File: src/rtl/tpu_pkg.sv
// Shared types and default sizing for the systolic array control slice.
package tpu_pkg;

  typedef enum logic [2:0] {
    IDLE,
    LOAD_W,
    STREAM,
    DRAIN,
    DONE
  } ctrl_state_t;

  localparam int unsigned DATA_W     = 16;
  localparam int unsigned DEF_ROWS   = 2;
  localparam int unsigned DEF_COLS   = 2;
  localparam int unsigned DEF_ADDR_W = 8;

  function automatic int unsigned max_u(input int unsigned a, input int unsigned b);
    return (a > b) ? a : b;
  endfunction

endpackage

File: src/rtl/systolic_ctrl_skew_line.sv
// skew_line: lane i presents the W-bit source delayed by i clock cycles.
// Lane 0 is a straight pass-through, so registered sources give registered lanes.
module skew_line #(
  parameter int unsigned LANES = 2,
  parameter int unsigned W     = 1
) (
  input  logic                 clk,
  input  logic                 rst,
  input  logic [W-1:0]         src,
  output logic [LANES*W-1:0]   dly
);

  generate
    if (LANES == 1) begin : g_pass
      assign dly = src;
    end else begin : g_shift
      logic [(LANES-1)*W-1:0] sh;

      // Each lane feeds the next one a cycle later; the top lane is never stored.
      always_ff @(posedge clk) begin
        if (rst) sh <= '0;
        else     sh <= dly[(LANES-1)*W-1:0];
      end

      assign dly = {sh, src};
    end
  endgenerate

endmodule

File: src/rtl/systolic_ctrl.sv
// systolic_ctrl: job sequencer for a ROWS x COLS weight-stationary PE array.
// Loads a weight tile, promotes it with a per-row switch, streams N input
// vectors with per-row skew, flags south-edge psum validity, then pulses done.
// Optional macro SYSTOLIC_CTRL_PERF_EN adds the perf_busy_cycles counter port.
module systolic_ctrl
  import tpu_pkg::*;
#(
  parameter int unsigned ROWS     = DEF_ROWS,
  parameter int unsigned COLS     = DEF_COLS,
  parameter int unsigned MAX_VECS = 255,
  parameter int unsigned ADDR_W   = DEF_ADDR_W,
  localparam int unsigned VW      = $clog2(MAX_VECS + 1)
) (
  input  logic              clk,
  input  logic              rst,
  input  logic              start,
  input  logic [VW-1:0]     n_vecs,
  output logic              busy,
  output logic              done,
  output logic              w_rd_en,
  output logic [ADDR_W-1:0] w_rd_addr,
  output logic              in_rd_en,
  output logic [ADDR_W-1:0] in_rd_addr,
  output logic [COLS-1:0]   accept_w,
  output logic [ROWS-1:0]   sw,
  output logic [ROWS-1:0]   valid,
  output logic [COLS-1:0]   out_valid
`ifdef SYSTOLIC_CTRL_PERF_EN
  ,
  output logic [31:0]       perf_busy_cycles
`endif
);

  localparam int unsigned S         = ROWS + COLS;
  localparam int unsigned PHASE_MAX = max_u(S, MAX_VECS);
  localparam int unsigned PW        = $clog2(PHASE_MAX + 1);

  localparam logic [PW-1:0] S_LAST   = PW'(S - 1);
  localparam logic [PW-1:0] PH_SAT   = PW'(PHASE_MAX - 1);
  localparam logic [PW-1:0] ROWS_PW  = PW'(ROWS);
  localparam logic [PW-1:0] ROWS_M1  = PW'(ROWS - 1);

  ctrl_state_t state, state_n;
  logic [PW-1:0] phase, phase_n, phase_inc, n_last;
  logic [VW-1:0] n_lat, n_lat_n;

  logic              w_rd_en_n, in_rd_en_n;
  logic [ADDR_W-1:0] w_rd_addr_n, in_rd_addr_n;
  logic              acc_src_n, sw_src_n;

  logic acc_src, sw_src, vld_src, ov_src;
  logic [2*ROWS-1:0] row_dly;

  assign phase_inc = (phase == PH_SAT) ? phase : phase + PW'(1);
  assign n_last    = PW'(n_lat) - PW'(1);

  // Next-state, phase counter and next values of the registered outputs.
  always_comb begin
    state_n      = state;
    phase_n      = phase_inc;
    n_lat_n      = n_lat;
    w_rd_en_n    = 1'b0;
    w_rd_addr_n  = '0;
    in_rd_en_n   = 1'b0;
    in_rd_addr_n = '0;
    acc_src_n    = 1'b0;
    sw_src_n     = 1'b0;

    unique case (state)
      IDLE: begin
        phase_n = '0;
        if (start && (n_vecs != '0)) begin
          state_n = LOAD_W;
          n_lat_n = n_vecs;
        end
      end
      LOAD_W: begin
        if (phase == S_LAST) begin
          state_n = STREAM;
          phase_n = '0;
        end
      end
      STREAM: begin
        if (phase == n_last) begin
          state_n = DRAIN;
          phase_n = '0;
        end
      end
      DRAIN: begin
        if (phase == S_LAST) begin
          state_n = DONE;
          phase_n = '0;
        end
      end
      DONE: begin
        state_n = IDLE;
        phase_n = '0;
      end
      default: begin
        state_n = IDLE;
        phase_n = '0;
      end
    endcase

    // Outputs are decoded from the state/phase of the cycle they will appear in.
    if (state_n == LOAD_W) begin
      if (phase_n < ROWS_PW) begin
        w_rd_en_n   = 1'b1;
        w_rd_addr_n = ADDR_W'(ROWS_M1 - phase_n);
      end
      acc_src_n = (phase_n >= PW'(1)) && (phase_n <= ROWS_PW);
    end
    if (state_n == STREAM) begin
      in_rd_en_n   = 1'b1;
      in_rd_addr_n = ADDR_W'(phase_n);
      sw_src_n     = (phase_n == '0);
    end
  end

  // State, counters, registered outputs and skew-line sources.
  always_ff @(posedge clk) begin
    if (rst) begin
      state      <= IDLE;
      phase      <= '0;
      n_lat      <= '0;
      busy       <= 1'b0;
      done       <= 1'b0;
      w_rd_en    <= 1'b0;
      w_rd_addr  <= '0;
      in_rd_en   <= 1'b0;
      in_rd_addr <= '0;
      acc_src    <= 1'b0;
      sw_src     <= 1'b0;
      vld_src    <= 1'b0;
      ov_src     <= 1'b0;
    end else begin
      state      <= state_n;
      phase      <= phase_n;
      n_lat      <= n_lat_n;
      busy       <= (state_n != IDLE);
      done       <= (state_n == DONE);
      w_rd_en    <= w_rd_en_n;
      w_rd_addr  <= w_rd_addr_n;
      in_rd_en   <= in_rd_en_n;
      in_rd_addr <= in_rd_addr_n;
      acc_src    <= acc_src_n;
      sw_src     <= sw_src_n;
      // Row-0 valid trails the input read by one cycle (buffer read latency).
      vld_src    <= (state == STREAM);
      // Column-0 psum is valid one cycle after the bottom row's input enters.
      ov_src     <= valid[ROWS-1];
    end
  end

  skew_line #(.LANES(COLS), .W(1)) u_acc_skew (
    .clk (clk),
    .rst (rst),
    .src (acc_src),
    .dly (accept_w)
  );

  skew_line #(.LANES(ROWS), .W(2)) u_row_skew (
    .clk (clk),
    .rst (rst),
    .src ({vld_src, sw_src}),
    .dly (row_dly)
  );

  skew_line #(.LANES(COLS), .W(1)) u_ov_skew (
    .clk (clk),
    .rst (rst),
    .src (ov_src),
    .dly (out_valid)
  );

  // Split the combined row skew line into per-row switch and valid.
  always_comb begin
    sw    = '0;
    valid = '0;
    for (int unsigned r = 0; r < ROWS; r++) begin
      sw[r]    = row_dly[2*r];
      valid[r] = row_dly[2*r+1];
    end
  end

`ifdef SYSTOLIC_CTRL_PERF_EN
  // Busy-cycle counter: saturating, cleared only by reset, spans jobs.
  always_ff @(posedge clk) begin
    if (rst)
      perf_busy_cycles <= '0;
    else if (busy && (perf_busy_cycles != '1))
      perf_busy_cycles <= perf_busy_cycles + 32'd1;
  end
`endif

endmodule
File: config.mk
export PLATFORM = sky130hd
export DESIGN_NAME = systolic_ctrl
export DESIGN_NICKNAME = d
export VERILOG_FILES = /design/src/rtl/tpu_pkg.sv /design/src/rtl/systolic_ctrl_skew_line.sv /design/src/rtl/systolic_ctrl.sv
export SDC_FILE = /design/constraint.sdc
export NUM_CORES = 1
export LEC_CHECK = 0
export BUFFER_PORTS_ARGS = -buffer_cell sky130_fd_sc_hd__buf_2
export CAP_MARGIN = 20
export CELL_PAD_IN_SITES_DETAIL_PLACEMENT = 0
export CELL_PAD_IN_SITES_GLOBAL_PLACEMENT = 1
export CORE_UTILIZATION = 28
export DETAILED_ROUTE_END_ITERATION = 16
export GPL_TIMING_DRIVEN = 0
export PLACE_DENSITY = 0.57
export SLEW_MARGIN = 20
export SYNTH_ARGS = -nofsm -noshare
export SYNTH_HDL_FRONTEND = slang
export SYNTH_SLANG_ARGS = --single-unit
File: constraint.sdc
create_clock -name clk -period 6.9 [get_ports clk]
set_input_delay 0.69 -clock clk [delete_from_list [all_inputs] [get_ports clk]]
set_output_delay 0.69 -clock clk [all_outputs]
set_load 0.005 [all_outputs]
# Word level (Yosys, flattened, before mapping)
# Cells that the tools add are included.
op_classes:
  addsub: 3
  multipliers: 0
  n_div: 0
  order_cmp: 3
  n_eq_ne: 9
  shifts: 0
  n_mux: 11
  bitwise_logic: 3
  n_reduce_logical: 11
ops:
  columns: ["cell", "n"]
  rows:
  - ["8-bit 2-to-1 mux", 3]
  - ["8-bit case mux with 2 select lines", 1]
  - ["3-bit 2-to-1 mux", 4]
  - ["3-bit case mux with 4 select lines", 1]
  - ["3-bit by 2-bit equality test with 1-bit output (second input constant)", 3]
  - ["8-bit by 1-bit adder with 8-bit output (second input constant)", 1]
  - ["8-bit by 2-bit equality test with 1-bit output (second input constant)", 1]
  - ["8-bit equality test", 1]
  - ["8-bit equality test (second input constant)", 1]
  - ["8-bit by 1-bit >= comparator with 1-bit output (second input constant)", 1]
  - ["8-bit by 2-bit less-or-equal comparator with 1-bit output (second input constant)", 1]
  - ["8-bit zero test", 1]
  - ["8-bit by 2-bit < comparator with 1-bit output (second input constant)", 1]
  - ["8-bit nonzero test", 1]
  - ["1-bit by 8-bit subtractor with 8-bit output (first input constant)", 1]
  - ["8-bit by 1-bit subtractor with 8-bit output (second input constant)", 1]
  - ["3-bit by 1-bit equality test with 1-bit output (second input constant)", 2]
  - ["2-bit OR reduction", 3]
  - ["3-bit equality test (second input constant)", 1]
  - ["3-bit zero test", 1]
  - ["1-bit NOT", 3]
  - ["3-bit nonzero test", 1]
  - ["3-bit OR reduction", 1]
  - ["1-bit logical AND", 2]
  - ["other kinds (2)", 3]
totals:
  regBits: 47
  latchBits: 0
  mem_bits_rw: 0
  rom_bits: 0
  in_bits: 11
  out_inout_bits: 28
  elab_cells: 56
  memories: 0

# Depth between registers and ports, before layout
logic_depth:
  ltp_word: 7
  depth_mapped: 12
  depth_no_buf: 12

# Hierarchy
# Synthesis repeated with hierarchy kept, for this count alone.
hier_totals:
  cells_unflattened: 227
  hier_area_um2: 2175.8
by_module_without_submodules:
  columns: ["mod", "instances", "cells_per_inst", "area_per_inst_um2"]
  rows:
  - ["systolic_ctrl", 1, 213, 2010.7]
  - ["skew_line (u_acc_skew ...)", 2, 4, 48.8]
  - ["skew_line (u_row_skew)", 1, 6, 67.6]

# Least setup slack after synthesis
# No wires, ideal clock.
synth_timing:
  path_kind: "register to register"
  from: "register phase[3]"
  to: "register acc_src"
  setup_time_ps: 114
  t_arrival_ps: 2596
  t_required_ps: 6786
  path_slack_ps: 4190
  path_stages_with_launch: 11
  period_less_slack_ps: 2710
  cell_sequence: "dfxtp_1 > buf_6 > or4_4 > o31ai_1 > nand3_1 > o22ai_1 > or2_2 > ha_1 > inv_1 > or3_1 > a2111oi_0"
synth_via:
  elab_chain_len: 6
  word_cells_on_any_way: 18
  classes_between: "add/sub: 1; order compare: 2; eq/ne: 4; mux: 8; bitwise: 1; reduce/logical: 2"
synth_rtl:
  columns: ["item", "line_no", "source"]
  rows:
  - ["start: declaration", "systolic_ctrl.sv:44", "logic [PW-1:0] phase, phase_n, phase_inc, n_last;"]
  - ["start signal: assignment", "systolic_ctrl.sv:138", "phase <= phase_n;"]
  - ["8-bit by 1-bit adder with 8-bit output (tied with other cells)", "systolic_ctrl.sv:54", "assign phase_inc = (phase == PH_SAT) ? phase : phase + PW'(1);"]
  - ["8-bit 2-to-1 mux (tied with other cells)", "systolic_ctrl.sv:54", null]
  - ["8-bit 2-to-1 mux (tied with other cells)", "systolic_ctrl.sv:78, systolic_ctrl.sv:90", null]
  - ["8-bit case mux with 2 select lines / 3-bit by 1-bit equality test with 1-bit output (equally long branches)", "systolic_ctrl.sv:69, systolic_ctrl.sv:106", null]
  - ["8-bit by 1-bit >= comparator with 1-bit output (tied with other cells)", "systolic_ctrl.sv:111", "acc_src_n = (phase_n >= PW'(1)) && (phase_n <= ROWS_PW);"]
  - ["1-bit logical AND / 2-bit OR reduction (equally long branches)", null, null]
  - ["end signal: assignment", "systolic_ctrl.sv:146", "acc_src <= acc_src_n;"]
  - ["end: declaration", "systolic_ctrl.sv:51", "logic acc_src, sw_src, vld_src, ov_src;"]
# Several ways; a longest one is shown, not always the timed one.
# A chain may end at the register's enable or synchronous reset.

# Worst setup path in the final report
layout_timing:
  from: "register phase[0]"
  to: "register acc_src"
# The elaborated chain is that of the path after synthesis.

==> results.cfg <==
[setup_path]
crit_family = simple AND/OR/NAND/NOR gates
critPathBufInv = 1
worst_setup_path_end_kind = register
path_class = reg -> reg
r2r-end = acc_src
worstSetupStartpoint = phase[0]
cp_max_fo = 7
rr_worst_depth = 10
setup.worst_path.end = acc_src
critPathRequiredTime_ps = 7090
slowest_stage = dfxtp_1
r2r_start = phase[0]
ff2ff_setup_slack_ps = 3740
worst_ep_arrival_time_ps = 3350
crit_cells = 10
crit_path_frequent_cell = ha_1
cpPeakStageDelay_ps = 520
path_cells = ha_1 -> or2b_1 -> o31ai_1 -> nand3_1 -> o22ai_1 -> or2_2 -> ha_1 -> inv_1 -> or3_1 -> a2111oi_0
critPathLaunchType = register

[layout]
layout_common_cells = dfxtp_1 (47), nor2_1 (40), buf_2 (39)
fillCellCount = 795
num_antenna_cells = 0
drive_gt1_share_pct = 26.3
area_growth_syn_to_layout_pct = 20.1
layout.nets = 304
layout_commonest_cell = dfxtp_1

[placement]
gp_congestion = 0.807
hpwlAfterDp_um = 3560
port_buffers = 38

[logic_synthesis]
syn_area_um2 = 2200
synth_ff_type = dfxtp_1
ys_seq_area_share_pct = 42.8
synth_seq_cells = 47
synth.distinct_cells = 58
ys_warn_count = 0
async_reset_ff_share_pct = 0
syn_inst = 241
synth_edf_count = 0
avgSynthCellArea_um2 = 9.13

[detailed_routing]
wirelength_um = 4740
drcViolationCount = 0
postRouteAntennaNets = 0
drt_iter0_markers = 101
wire_per_inst_um = 12.2
vias = 1757
via_per_inst = 4.53
firstDrtPassIters = 4

[global_routing]
grt_pass1_vias = 1602
grt_pass1_wl_um = 7860
grt_usage_pct = 12.0
antenna_found_initial = 0
grt_max_degree = 16
grt_overflow = 0

[clocking]
cts_buffers = 5
cts.clk_slew.worst_paths_ps = 90
cts_sinks = 47
cts_tree = done
cts_resized = 0
root_buffer = clkbuf_8
clkLatencyLatePin_ps = 300
cts_max_level = 2
cts_hold_buffers = 0
postCtsSetupRepairBufs = 0
clock_path_buffers = 2

[sta]
slew_viol_final = 0
finalClockSkew_ps = 6.10
fmax_mhz = 316
whs_ps = 465
setup_violations = 0
relSlewSlack_pct = 58.4
finalHoldViolations = 0
tns_ps = 0
period_needed_ps = 3160
worst_pin_slew_ps = 621
period_share_pct = 45.9
rsz0062_at_grt = false

[job]
maxCapViolCount = 0

[floorplanning]
coreArea_um2 = 7410
io_pins = 39
die_area_um2 = 8220
start_util_pct = 29.7
die_h_um = 90.7
num_rows = 31
die_w_um = 90.7

[status]
outcome = complete, no violations

[power]
ir_drop_mv = 0.0800
power_leakage_uw = 0.00113
powerDensity_nw_per_um2 = 212

[worst_hold_path]
hp-class = reg -> reg
-- stage by stage --
stage	power, µW	setup slack, ps	area (µm²)	std cells	util [%]
after detailed placement	349	3760	2520	380	34.0
after floorplan	331	4190	2210	243	-
final	560	3740	2640	388	35.7
after global placement	349	3650	2520	380	34.0
after CTS	569	3720	2640	388	35.7
after global routing	591	3400	2640	388	35.7
-- flip-flops by register name, summed over array words and instances, names as in the netlist, 2 cells and up --
register	flops
w_rd_addr	8
phase	8
in_rd_addr	8
state	3
n_lat	8
u_row_skew.g_shift.sh	2
-- area by class of cell --
| class | instances | area, µm² | share of cell area [%] |
|---|---|---|---|
| Inverter | 8 | 30.0 | 1.14 |
| Timing Repair Buffer | 38 | 190 | 7.19 |
| Clock inverter | 2 | 38.8 | 1.47 |
| Buffer | 15 | 115 | 4.35 |
| Clock buffer | 6 | 82.6 | 3.12 |
| Multi-Input combinational cell | 173 | 1120 | 42.5 |
| Sequential cell | 47 | 941 | 35.6 |
| Tap cell | 99 | 124 | 4.69 |
-- synth_stat cells (3+ instances only) --
cell	number	share of area (%)
a21oi_1	10	2.3
and2_1	5	1.4
buf_4	8	2.7
dfxtp_1	47	43
ha_1	5	2.8
inv_1	8	1.4
mux2i_1	8	3.6
nand2_1	12	2.0
nand3_1	8	1.8
nor2_1	40	6.8
nor2b_1	7	2.0
nor3_1	4	0.91
nor4_1	7	2.0
o211ai_1	3	1.0
or2_2	4	1.1
or3_1	3	0.85
xnor2_1	6	2.4
xor2_1	6	2.4
-- layer usage --
metal  vias up  global-route usage [%]  share of wire, %  wire length (µm)
li1        922                       -                 -                 -
met1       795                    16.4                51              2400
met2        36                    18.4                44              2100
met3         4                    2.86               4.0               191
met4         0                    4.03              0.95                45
met5         -                       0                 0                 0
-- worst min path at each step --
| stage | endpoint | start | depth (start not counted) |
|---|---|---|---|
| final | u_row_skew.g_shift.sh[0] | sw_src | 1 |
| after global routing | u_ov_skew.g_shift.sh | ov_src | 1 |
| after CTS | u_row_skew.g_shift.sh[0] | sw_src | 1 |
| after floorplan | u_acc_skew.g_shift.sh | acc_src | 1 |
| after detailed placement | u_row_skew.g_shift.sh[0] | sw_src | 1 |
| after global placement | u_row_skew.g_shift.sh[0] | sw_src | 1 |
-- cell families after synthesis --
family                   count (synthesis)  share of synthesized area [%]
adder cells (fa/ha/maj)                  5                           2.84
AND/OR/NAND/NOR                        109                           26.8
other                                    1                          0.170
buffers and inverters                   23                           6.59
AO/OA/AOI/OAI                           36                           12.4
XOR/XNOR                                12                           4.78
multiplexers                             8                           3.64
flip-flops                              47                           42.8
-- power by group --
part	switching, µW	leakage [µW]	internal (µW)
sequential	6.47	0.000382	279
clock	98.2	0.0000618	119
combinational	31.4	0.000691	25.8
total	136	0.00113	424
(Power assumes the default switching activity.)
